`src/rtl/dma_read_arbiter.sv`:
```
// Two-requester round-robin arbiter in front of a single DMA read channel.
// Latches the winner's burst descriptor, launches it, and routes returned beats to the owner.
module dma_read_arbiter #(
    parameter int ADDR_W = 32,
    parameter int DATA_W = 256,
    parameter int LEN_W  = 8
) (
    input  logic              clk,
    input  logic              rst,
    input  logic              a_req,
    input  logic              b_req,
    input  logic [ADDR_W-1:0] a_addr,
    input  logic [ADDR_W-1:0] b_addr,
    input  logic [LEN_W-1:0]  a_len,
    input  logic [LEN_W-1:0]  b_len,
    output logic              a_gnt,
    output logic              b_gnt,
    output logic              a_rvalid,
    output logic              b_rvalid,
    output logic              a_rlast,
    output logic              b_rlast,
    output logic [DATA_W-1:0] rdata,
    output logic              dma_start,
    output logic [ADDR_W-1:0] dma_addr,
    output logic [LEN_W-1:0]  dma_len,
    input  logic              dma_rvalid,
    input  logic              dma_rlast,
    input  logic [DATA_W-1:0] dma_rdata,
    output logic              busy,
    output logic              owner,
    output logic              err,
    input  logic              err_clr
);

    typedef enum logic [1:0] {
        IDLE,
        ISSUE,
        XFER
    } state_t;

    localparam logic [LEN_W:0] CNT_ONE = (LEN_W + 1)'(1);

    state_t              state_q;
    logic                last_q;   // requester served last: 0=A, 1=B
    logic                owner_q;
    logic                start_q;
    logic                a_gnt_q;
    logic                b_gnt_q;
    logic                err_q;
    logic                err_d;
    logic [ADDR_W-1:0]   addr_q;
    logic [LEN_W-1:0]    len_q;
    logic [LEN_W:0]      cnt_q;

    logic                in_xfer;
    logic                win_b;
    logic                bad_last;
    logic                overrun;
    logic                stray;
    logic [LEN_W:0]      len_ext;

    // NOTE: every always_comb output gets a default first so no path can infer a latch.
    always_comb begin
        in_xfer  = 1'b0;
        win_b    = 1'b0;
        len_ext  = '0;
        bad_last = 1'b0;
        overrun  = 1'b0;
        stray    = 1'b0;
        err_d    = err_q;

        in_xfer  = (state_q == XFER);
        win_b    = (a_req && b_req) ? !last_q : b_req;
        len_ext  = {1'b0, len_q};
        bad_last = in_xfer && dma_rvalid && dma_rlast && (cnt_q != len_ext);
        overrun  = in_xfer && dma_rvalid && !dma_rlast && (cnt_q >= len_ext);
        stray    = dma_rvalid && !in_xfer;
        // A fresh error outranks a simultaneous clear.
        err_d    = (err_q && !err_clr) || bad_last || overrun || stray;
    end

    // NOTE: sequential state uses non-blocking assignments only, so every register samples pre-edge values.
    always_ff @(posedge clk) begin
        if (rst) begin
            state_q <= IDLE;
            last_q  <= 1'b1;
            owner_q <= 1'b0;
            start_q <= 1'b0;
            a_gnt_q <= 1'b0;
            b_gnt_q <= 1'b0;
            err_q   <= 1'b0;
            addr_q  <= '0;
            len_q   <= '0;
            cnt_q   <= '0;
        end else begin
            start_q <= 1'b0;
            a_gnt_q <= 1'b0;
            b_gnt_q <= 1'b0;
            err_q   <= err_d;
            case (state_q)
                IDLE: begin
                    if (a_req || b_req) begin
                        owner_q <= win_b;
                        addr_q  <= win_b ? b_addr : a_addr;
                        len_q   <= win_b ? b_len : a_len;
                        start_q <= 1'b1;
                        a_gnt_q <= !win_b;
                        b_gnt_q <= win_b;
                        state_q <= ISSUE;
                    end
                end
                ISSUE: begin
                    cnt_q   <= '0;
                    state_q <= XFER;
                end
                XFER: begin
                    // Only rlast ends a burst, even after a length error.
                    if (dma_rvalid) begin
                        cnt_q <= cnt_q + CNT_ONE;
                        if (dma_rlast) begin
                            last_q  <= owner_q;
                            state_q <= IDLE;
                        end
                    end
                end
                default: state_q <= IDLE;
            endcase
        end
    end

    assign a_gnt     = a_gnt_q;
    assign b_gnt     = b_gnt_q;
    assign dma_start = start_q;
    assign dma_addr  = addr_q;
    assign dma_len   = len_q;
    assign owner     = owner_q;
    assign busy      = (state_q != IDLE);
    assign err       = err_q;
    assign rdata     = dma_rdata;
    assign a_rvalid  = in_xfer && dma_rvalid && !owner_q;
    assign b_rvalid  = in_xfer && dma_rvalid && owner_q;
    assign a_rlast   = in_xfer && dma_rvalid && dma_rlast && !owner_q;
    assign b_rlast   = in_xfer && dma_rvalid && dma_rlast && owner_q;

endmodule

```
`config.mk`:
```
export PLATFORM = sky130hd
export DESIGN_NAME = dma_read_arbiter
export DESIGN_NICKNAME = d
export VERILOG_FILES = /design/src/rtl/dma_read_arbiter.sv
export SDC_FILE = /design/constraint.sdc
export NUM_CORES = 1
export LEC_CHECK = 0
export CORE_AREA = 2 2 254 256
export DETAILED_ROUTE_END_ITERATION = 8
export DIE_AREA = 0 0 256 258
export GPL_ROUTABILITY_DRIVEN = 0
export GPL_TIMING_DRIVEN = 0
export PLACE_DENSITY_LB_ADDON = 0.12
export SLEW_MARGIN = 30
export SYNTH_ARGS = -nofsm -noshare
export SYNTH_HDL_FRONTEND = slang
export SYNTH_SLANG_ARGS = --single-unit
```
`constraint.sdc`:
```
create_clock -name clk -period 1.7 [get_ports clk]
set_input_delay 0.34 -clock clk [delete_from_list [all_inputs] [get_ports clk]]
set_output_delay 0.34 -clock clk [all_outputs]
set_load 0.03 [all_outputs]
```
==> run_results.csv <==
group,metric,value,unit
yosys,yosys.cell_types.count,39,
setup_path,critical_path_required,1.36,ns
grt,first_global_vias,5103,
sta,slew_viol_final,0,
grt,grt_overflow,0,
power,seqPwrFrac,23.5,%
yosys,synth_seq_cells,57,
setup_path,rrSetupSlack,0.03,ns
setup_path,worst_r2r_path_depth,7,
yosys,synth.avg_cell_area,8.49,um2
final_layout,n_antenna_cell,0,
final_layout,syn_to_final_growth,116,%
drt,drc,0,
yosys,synth_area_leaders,"buf_4 (42%), dfxtp_1 (24%), mux2i_1 (8.7%)",
flow_run,cap_violations,0,
power,power_density,656,mW/mm2
power,pwr-share-clk,29.3,%
yosys,synth_area,0.00469,mm2
die,coreArea,0.0636,mm2
power,power_frac_comb,47.3,%
sta,tightest_slew,0.698,ns
die,die_h,258,um
final_layout,final_common_cell,"clkdlybuf4s50_1",
grt,track_usage,7.44,%
sta,hold_viol,0,
power,leakage,4.22,nW
die,num_rows,93,
power,internal_power,0.00411,W
cts,cts_made_buffers,9,
final_layout,multiInputGateArea,0.00157,mm2
cts,clock_latency,0.37,ns
sta,fin_crit,1.70,ns
drt,drt_iter0_markers,123,
yosys,synth_top_area_share,42.4,%
final_layout,drive_gt1_share,35.2,%
drt,vias,4996,
yosys,synth.yosys.seq_area_share,24.3,%
cts,cts_root_buffer,"clkbuf_16",
place,portBuffers,391,
sta,max_freq,590,MHz
cts,cts_hold_buf,0,
yosys,syn-num-nets,905,
sta,post-route-period-util,99.7,%
drt,finalWirelength,25800,um
final_layout,num-nets-final,1315,
die,die_w,256,um
grt,grt_pass1_wl,35300,um
final_layout,final.fill_count,7208,
min_path,hold_class,"flop to flop",
drt,drt-pass1-iter-count,4,
die,io_pins,649,
cts,ctsHtreeMaxLevel,3,
power,finalPower,0.00665,W
sta,setup-violations-final,0,
setup_path,critPathMaxFanout,4,
grt,grt_max_degree,11,
yosys,synthCells,553,
die,die_area,0.0660,mm2
cts,cts.path.max_buffers,2,
yosys,synth_top_area_cell,"buf_4",
place,post-place-ws,-0.961,ns
sta,worst_slack,0.00436,ns
cts,cts.clk_slew.worst_paths,0.06,ns
yosys,yosysWarnings,0,
power,peakVddDrop,513,uV
sta,slew_headroom,53.4,%
setup_path,timing.rr.end,"err$_SDFF_PP0_",
power,p_sw_share,38.3,%
run_status,status,"finished clean",
setup_path,worstSetupPathType,"flop to output pin",
power,p_switching,0.00255,W
final_layout,regArea,0.00116,mm2
setup_path,crit_path_start,"state_q[0]$_SDFFE_PP0P_",
setup_path,startpoint_type,"flop",
sta,finalClockSkew,0.00645,ns
final_layout,final_cell_mix,"clkdlybuf4s50_1 (340), buf_4 (269), nor2_1 (56), dfxtp_1 (47), dlygate4sd2_1 (44)",
drt,wire_per_inst,14.2,um
drt,via_per_inst,2.74,
die,floorplan.initialDensity,7.37,%
grt,antenna_found_initial,3,
sta,rsz0062_at_grt,"true",
place,hpwlAfterDp,22200,um
setup_path,arrival,1.36,ns
drt,ant_nets,0,
setup_path,critPathCaptureType,"output pin",
setup_path,r2r_start,"dma_len[6]$_SDFFE_PP0P_",
setup_path,critPathCapture,"b_rlast",
cts,cts_sinks,57,
cts,tritoncts,"built",
through the flow:
step	instances	hold WS [ns]	setup TNS, ns	util [%]	instance area, um2
final	1823	0.495	0	15.9	10100
after global routing	1823	0.508	-0.183	15.9	10100
after CTS	1819	0.496	-0.157	15.8	10100
after detailed placement	1799	0.480	-25.47	15.2	9680
after global placement	1799	0.472	-22.51	15.2	9680
after floorplan	553	0.431	0	-	4700
Yosys cell counts:
library cell	number
a211o_1	1
a211oi_1	37
a211oi_2	5
a21boi_0	2
a21o_1	1
a21oi_1	8
a221oi_1	1
a311oi_1	2
a31oi_1	1
and2_1	2
and2b_1	1
and3_1	2
and3b_1	1
and4_4	1
buf_2	4
buf_4	265
buf_6	1
clkbuf_1	6
dfxtp_1	57
ha_1	9
inv_1	9
mux2_2	1
mux2i_1	41
nand2_1	9
nand2b_1	1
nand3_1	7
nand3_2	1
nand3b_1	3
nand3b_2	1
nand4_1	2
nor2_1	58
nor2_4	2
nor3_1	1
nor3_2	1
o21ai_0	5
o311ai_0	1
or2_2	1
or2_4	1
xor2_1	1
repair_timing:
action | in CTS | in global routing
gates resized for setup | 108 | 17
setup buffers | 4 | 4
setup endpoints to repair | 88 | 19
pin swaps | 5 | 4
cell type report:
cell class	count	share of cell area, %
clock inverter	5	0.543
sequential	57	11.4
timing repair buffer	399	38.7
buffer	276	20.5
inverter	9	0.333
multi-input combinational	211	15.5
tap	855	10.5
clock buffer	11	2.39
power groups by stage:
stage | Clock, W | Sequential, W | Combinational, W
2_1_floorplan | 0 | 0.00184 | 0.00158
6_report | 0.00195 | 0.00156 | 0.00315
3_5_place_dp | 0 | 0.00160 | 0.00323
3_3_place_gp | 0 | 0.00159 | 0.00324
4_1_cts | 0.00209 | 0.00156 | 0.00319
5_1_grt | 0.00211 | 0.00158 | 0.00334
how the worst min path moves through the flow:
stage / cells past startpoint / to / from
after floorplan: 1 / last_q$_SDFFE_PP1P_ / last_q$_SDFFE_PP1P_
after global placement: 1 / last_q$_SDFFE_PP1P_ / last_q$_SDFFE_PP1P_
after detailed placement: 1 / last_q$_SDFFE_PP1P_ / last_q$_SDFFE_PP1P_
after CTS: 2 / dma_addr[6]$_SDFFE_PP0P_ / dma_addr[6]$_SDFFE_PP0P_
after global routing: 2 / dma_addr[14]$_SDFFE_PP0P_ / dma_addr[14]$_SDFFE_PP0P_
final: 2 / dma_addr[0]$_SDFFE_PP0P_ / dma_addr[0]$_SDFFE_PP0P_
state kept, by name (all words and copies together) (netlist names), 2 cells and up:
register	cells
dma_addr	32
cnt_q	9
dma_len	8
state_q	2
cells by family after synthesis:
kind of cell / after synthesis / share of synthesized area (%)
buffers and inverters: 285 / 44.3
and+or+nand+nor: 95 / 9.68
AOI/OAI and AO/OA: 64 / 10.2
DFF: 57 / 24.3
muxes: 42 / 8.98
adders and majority gates: 9 / 2.40
xor gates and xnor gates: 1 / 0.187
routing by layer:
metal  global-route usage, %  part of all wire (%)
met5                       0                  0.15
met4                    2.60                   2.2
met2                    14.0                    54
met3                    3.42                   9.6
met1                    7.13                    34
worst max-delay path, stage by stage, from the launching register on:
cell and delay, ns:
dfxtp_4 0.35, and3b_1 0.22, buf_6 0.11, and3_4 0.19
buf_6 0.13
(Power assumes the default switching activity.)
